File: config.mk
export PLATFORM = sky130hd
export DESIGN_NAME = bitop_arbiter
export DESIGN_NICKNAME = d
export VERILOG_FILES = /design/src/rtl/bitop_arbiter.sv
export SDC_FILE = /design/constraint.sdc
export NUM_CORES = 1
export LEC_CHECK = 0
export CAP_MARGIN = 20
export CORE_MARGIN = 3
export CORE_UTILIZATION = 48
export DETAILED_ROUTE_END_ITERATION = 8
export PLACE_DENSITY = 0.84
export SKIP_LAST_GASP = 1
export SLEW_MARGIN = 25
export SYNTH_ARGS = -nofsm -noshare
export SYNTH_HDL_FRONTEND = slang
export SYNTH_SLANG_ARGS = --single-unit
File: constraint.sdc
create_clock -name clk -period 1.7 [get_ports clk]
set_input_delay 0.34 -clock clk [delete_from_list [all_inputs] [get_ports clk]]
set_output_delay 0.34 -clock clk [all_outputs]
set_load 0.05 [all_outputs]
File: src/rtl/bitop_arbiter.sv
// Round-robin arbiter/sequencer sharing one XOR/AND unit between two requesters.
// Define BITOP_STATS_EN to add the saturating op_count result counter port.
module bitop_arbiter #(
    parameter int W = 8
) (
    input  logic         clk,
    input  logic         rst,
    input  logic         req0_valid,
    output logic         req0_ready,
    input  logic [W-1:0] req0_a,
    input  logic [W-1:0] req0_b,
    input  logic         req0_mode,
    input  logic         req1_valid,
    output logic         req1_ready,
    input  logic [W-1:0] req1_a,
    input  logic [W-1:0] req1_b,
    input  logic         req1_mode,
    output logic         res_valid,
    input  logic         res_ready,
    output logic [W-1:0] res_data,
    output logic         res_src,
    output logic         busy
`ifdef BITOP_STATS_EN
    ,
    output logic [15:0]  op_count
`endif
);

    localparam logic [1:0] ST_IDLE = 2'd0;
    localparam logic [1:0] ST_EXEC = 2'd1;
    localparam logic [1:0] ST_OUT  = 2'd2;

    logic [1:0]   r_state;
    logic         r_last_grant;
    logic [W-1:0] r_a;
    logic [W-1:0] r_b;
    logic         r_mode;
    logic         r_src;
    logic [W-1:0] r_res_data;
    logic         r_res_src;

    logic [1:0]   w_valid;
    logic [1:0]   w_ready;
    logic         w_idle;
    logic         w_grant;
    logic         w_accept;
    logic [W-1:0] w_sel_a;
    logic [W-1:0] w_sel_b;
    logic         w_sel_mode;

    assign w_valid = {req1_valid, req0_valid};
    assign w_idle  = (r_state == ST_IDLE);

    // Under contention the grant goes to whoever did not win last time.
    always_comb begin
        w_grant = 1'b0;
        case (w_valid)
            2'b10:   w_grant = 1'b1;
            2'b11:   w_grant = ~r_last_grant;
            default: w_grant = 1'b0;
        endcase
    end

    // Ready is masked by rst so nothing looks accepted on a reset cycle.
    genvar gi;
    generate
        for (gi = 0; gi < 2; gi++) begin : g_ready
            assign w_ready[gi] = w_idle && !rst && w_valid[gi] && (w_grant == 1'(gi));
        end
    endgenerate

    assign req0_ready = w_ready[0];
    assign req1_ready = w_ready[1];
    assign w_accept   = |w_ready;

    assign w_sel_a    = w_grant ? req1_a    : req0_a;
    assign w_sel_b    = w_grant ? req1_b    : req0_b;
    assign w_sel_mode = w_grant ? req1_mode : req0_mode;

    assign res_valid = (r_state == ST_OUT);
    assign res_data  = r_res_data;
    assign res_src   = r_res_src;
    assign busy      = !w_idle;

    always_ff @(posedge clk) begin
        if (rst) begin
            r_state      <= ST_IDLE;
            r_last_grant <= 1'b1;
            r_a          <= '0;
            r_b          <= '0;
            r_mode       <= 1'b0;
            r_src        <= 1'b0;
            r_res_data   <= '0;
            r_res_src    <= 1'b0;
        end else begin
            case (r_state)
                ST_IDLE: begin
                    if (w_accept) begin
                        r_a          <= w_sel_a;
                        r_b          <= w_sel_b;
                        r_mode       <= w_sel_mode;
                        r_src        <= w_grant;
                        r_last_grant <= w_grant;
                        r_state      <= ST_EXEC;
                    end
                end
                ST_EXEC: begin
                    r_res_data <= r_mode ? (r_a & r_b) : (r_a ^ r_b);
                    r_res_src  <= r_src;
                    r_state    <= ST_OUT;
                end
                ST_OUT: begin
                    if (res_ready) begin
                        r_state <= ST_IDLE;
                    end
                end
                default: r_state <= ST_IDLE;
            endcase
        end
    end

`ifdef BITOP_STATS_EN
    logic [15:0] r_op_count;

    always_ff @(posedge clk) begin
        if (rst) begin
            r_op_count <= '0;
        end else if (res_valid && res_ready && (r_op_count != 16'hFFFF)) begin
            r_op_count <= r_op_count + 16'd1;
        end
    end

    assign op_count = r_op_count;
`endif

endmodule

==> impl_metrics.json <==
{
  "status": "finished, final reports clean",
  "final_net_count": 249,
  "arrival_worst_endpoint_ns": 1.34,
  "timing_hold_violations_final": 0,
  "routed_via_density": 4.942,
  "ff_latch_count_synth": 30,
  "min_path_cells": 2,
  "crit_type": "flip-flop to primary output",
  "drtPass1Iterations": 4,
  "antenna_found_initial": 0,
  "simple_gate_portion_of_the_synthesized_area": 0.1390,
  "worst_hold_path_type": "flip-flop to flip-flop",
  "first_global_vias": 1183,
  "pwrdens_mw_per_mm2": 843.7,
  "crit_required_ns": 1.36,
  "cts_root_buffer": "sky130_fd_sc_hd__clkbuf_4",
  "core_area_mm2": 0.002900,
  "synthesis.nets": 192,
  "cp-end-kind": "primary output",
  "clock_sinks": 30,
  "synth-adder-area-share": 0.06504,
  "power.share.combinational": 0.314,
  "rr_startpoint": "r_state[1]",
  "synth_largest_area_cell": "sky130_fd_sc_hd__dfxtp_1",
  "vdd_drop_max_v": 0.0005548,
  "internal-power_uw": 1264,
  "synth_top_family_by_area": "multiplexers",
  "worstRegToRegCells": 4,
  "maxSlewHeadroom": 0.6436,
  "clockPowerShare": 0.226,
  "gp_congestion": 0.7164,
  "worstMarginPinSlew_ns": 0.5339,
  "final_design_area_no_fill_mm2": 0.002180,
  "cts.hold.buffers_added": 0,
  "muxShareOfSynthArea": 0.2797,
  "slew_violations": 0,
  "clock_tree.htree_level_count": 2,
  "layout.cells.most_common": "sky130_fd_sc_hd__mux2i_1",
  "avgSynthCellArea_um2": 10.61,
  "power.sequential.fraction": 0.461,
  "syn_area_mm2": 0.001539,
  "cap_violations": 0,
  "area_share_of_the_largest_cell_type_after_synthesis": 0.3902,
  "cts_buffers": 5,
  "grt_util_all_layers": 0.1689,
  "syn-instance-count": 145,
  "synthesis_warning_total": 0,
  "switching_share": 0.3125,
  "post_synth_main_area_contributors": "sky130_fd_sc_hd__dfxtp_1, sky130_fd_sc_hd__mux2i_1, sky130_fd_sc_hd__nand2b_1, sky130_fd_sc_hd__ha_1, sky130_fd_sc_hd__a211oi_1",
  "route.detailed.wl_per_inst_um": 13.26,
  "die_width_um": 62.63,
  "xor_and_xnor_fraction_of_the_mapped_netlist_area": 0,
  "routed_wire_length_mm": 3.223,
  "synthArstFlopShare": 0,
  "cts_buffer_depth": 2,
  "layout-drive-gt1-share": 0.1791,
  "fin_tns_setup_ns": 0,
  "global_route_wire_length_before_repair_mm": 5.292,
  "clock_tree_from_tritoncts": "yes",
  "drtAntennaViolNets": 0,
  "detail_route.drc_violations": 0,
  "path_max_fanout": 3,
  "layout-area-overhead-vs-synth_pct": 41.63,
  "design.die.area_mm2": 0.003922,
  "finalCriticalPeriod_ns": 1.676,
  "peak_clock_frequency_supported_by_timing_mhz": 596.7,
  "whs_ns": 0.4839,
  "port_buffers": 51,
  "gr-total-overflow": 0,
  "rsz0062_at_grt": "yes",
  "crit_path_end": "req0_ready",
  "crit_start": "r_state[1]",
  "flop2flop_setup_slack_ns": 0.29,
  "hpwl_mm": 2.492,
  "p_total_uw": 1839,
  "worst_setup_path_start_kind": "flip-flop",
  "clk_pin_slew_ns": 0.09,
  "num_rows": 19,
  "setup_viol": 0,
  "critical_path.reg2reg.endpoint": "r_a[7]",
  "period_share": 0.9858,
  "die_y_um": 62.63,
  "detailedRoute.firstIterationViolations": 39,
  "clock_insertion_delay_worst_skew_ns": 0.32,
  "start_util": 0.5306,
  "synth-compound-area-share": 0.06585,
  "diodes": 0,
  "instance_area_after_placement_mm2": 0.002068,
  "synth.yosys.seq_area_share": 0.3902,
  "netSwitchingPower_uw": 574.7,
  "ys_dominant_reg_cell": "sky130_fd_sc_hd__dfxtp_1",
  "mostFrequentLayoutCells": "sky130_fd_sc_hd__mux2i_1, sky130_fd_sc_hd__clkdlybuf4s50_1, sky130_fd_sc_hd__dfxtp_1",
  "clock_skew_ns": 0.005452,
  "pin_count": 52,
  "finish.utilization": 0.7515,
  "pin_count_of_the_biggest_net_entering_global_routing": 31,
  "route.vias.total": 1201,
  "synth_enable_flop_cells": 0,
  "synth.lib_cells_used.distinct": 23,
  "power.leakage_uw": 0.0009223
}
## worst min path at each step
stage               startpoint      to  slack, ns
global route             r_src   r_src       0.50
detailed placement      r_a[2]  r_a[2]       0.47
CTS                      r_src   r_src       0.49
finish                  r_a[4]  r_a[4]       0.48
global placement         r_src   r_src       0.46
floorplan                r_src   r_src       0.44
## cell usage after synthesis (2+ instances only)
| cell type | n |
|---|---|
| sky130_fd_sc_hd__mux2i_1 | 43 |
| sky130_fd_sc_hd__dfxtp_1 | 30 |
| sky130_fd_sc_hd__nand2b_1 | 17 |
| sky130_fd_sc_hd__nor2_1 | 13 |
| sky130_fd_sc_hd__ha_1 | 8 |
| sky130_fd_sc_hd__a211oi_1 | 7 |
| sky130_fd_sc_hd__buf_4 | 3 |
| sky130_fd_sc_hd__nand2_1 | 3 |
| sky130_fd_sc_hd__a21oi_1 | 2 |
| sky130_fd_sc_hd__buf_12 | 2 |
| sky130_fd_sc_hd__buf_2 | 2 |
| sky130_fd_sc_hd__clkbuf_1 | 2 |
| sky130_fd_sc_hd__inv_1 | 2 |
| sky130_fd_sc_hd__nor2b_1 | 2 |
## metrics by stage
stage / instances / worst slack [ns]
after CTS: 239 / -0.01492
after global routing: 243 / -0.04648
final: 243 / 0.02415
after detailed placement: 232 / -0.08370
after global placement: 232 / -0.03504
after floorplan: 145 / 0.03085
## registers in the layout, summed over array words and instances, names as in the netlist
signal	count
r_src	1
res_data	8
r_mode	1
res_src	1
r_b	8
r_last_grant	1
r_a	8
r_state	2
## power groups by stage
stage,clock network [uW],registers [uW],logic [uW]
2_1_floorplan,0,912,308
3_3_place_gp,0,859,546
3_5_place_dp,0,863,560
4_1_cts,418,849,570
5_1_grt,459,859,626
6_report,415,847,577
## layer usage
layer,vias up,share of wire,wire (um),track usage
met5,-,0,0,0
met4,0,0.0084,27,0.04132
met3,2,0.057,185,0.05576
met2,29,0.53,1715,0.3129
met1,553,0.40,1294,0.1834
li1,617,-,-,-
## critical path, stage by stage, from the launching register on
cell                      delay [ns]
sky130_fd_sc_hd__dfxtp_4        0.36
sky130_fd_sc_hd__nor3_4         0.22
sky130_fd_sc_hd__nand2_1        0.11
sky130_fd_sc_hd__nor2_2         0.16
sky130_fd_sc_hd__buf_12         0.15
## area by class of cell
| class | count | area [um2] |
|---|---|---|
| Multi-Input combinational cell | 103 | 868.3 |
| Fill cell | 230 | 720.7 |
| Sequential cell | 30 | 604.3 |
| Timing Repair Buffer | 60 | 595.6 |
| Tap cell | 42 | 52.55 |
| Clock buffer | 6 | 51.30 |
| Inverter | 2 | 7.507 |
## repair_timing
| item | 4_1_cts | 5_1_grt |
|---|---|---|
| gates resized for setup | 6 | 3 |
| buffers inserted | 1 | 4 |
| pin swaps | 0 | 2 |
| setup endpoints to repair | 2 | 2 |
## logic make-up (layout without fill, tap and decap cells)
| group | Yosys count | in the layout |
|---|---|---|
| compound gates | 13 | 13 |
| fa+ha+maj | 8 | 8 |
| buf+inv | 12 | 68 |
| flops | 30 | 30 |
| mux | 43 | 43 |
| simple gates | 39 | 39 |
No activity file was read; power rests on OpenSTA's default activity.
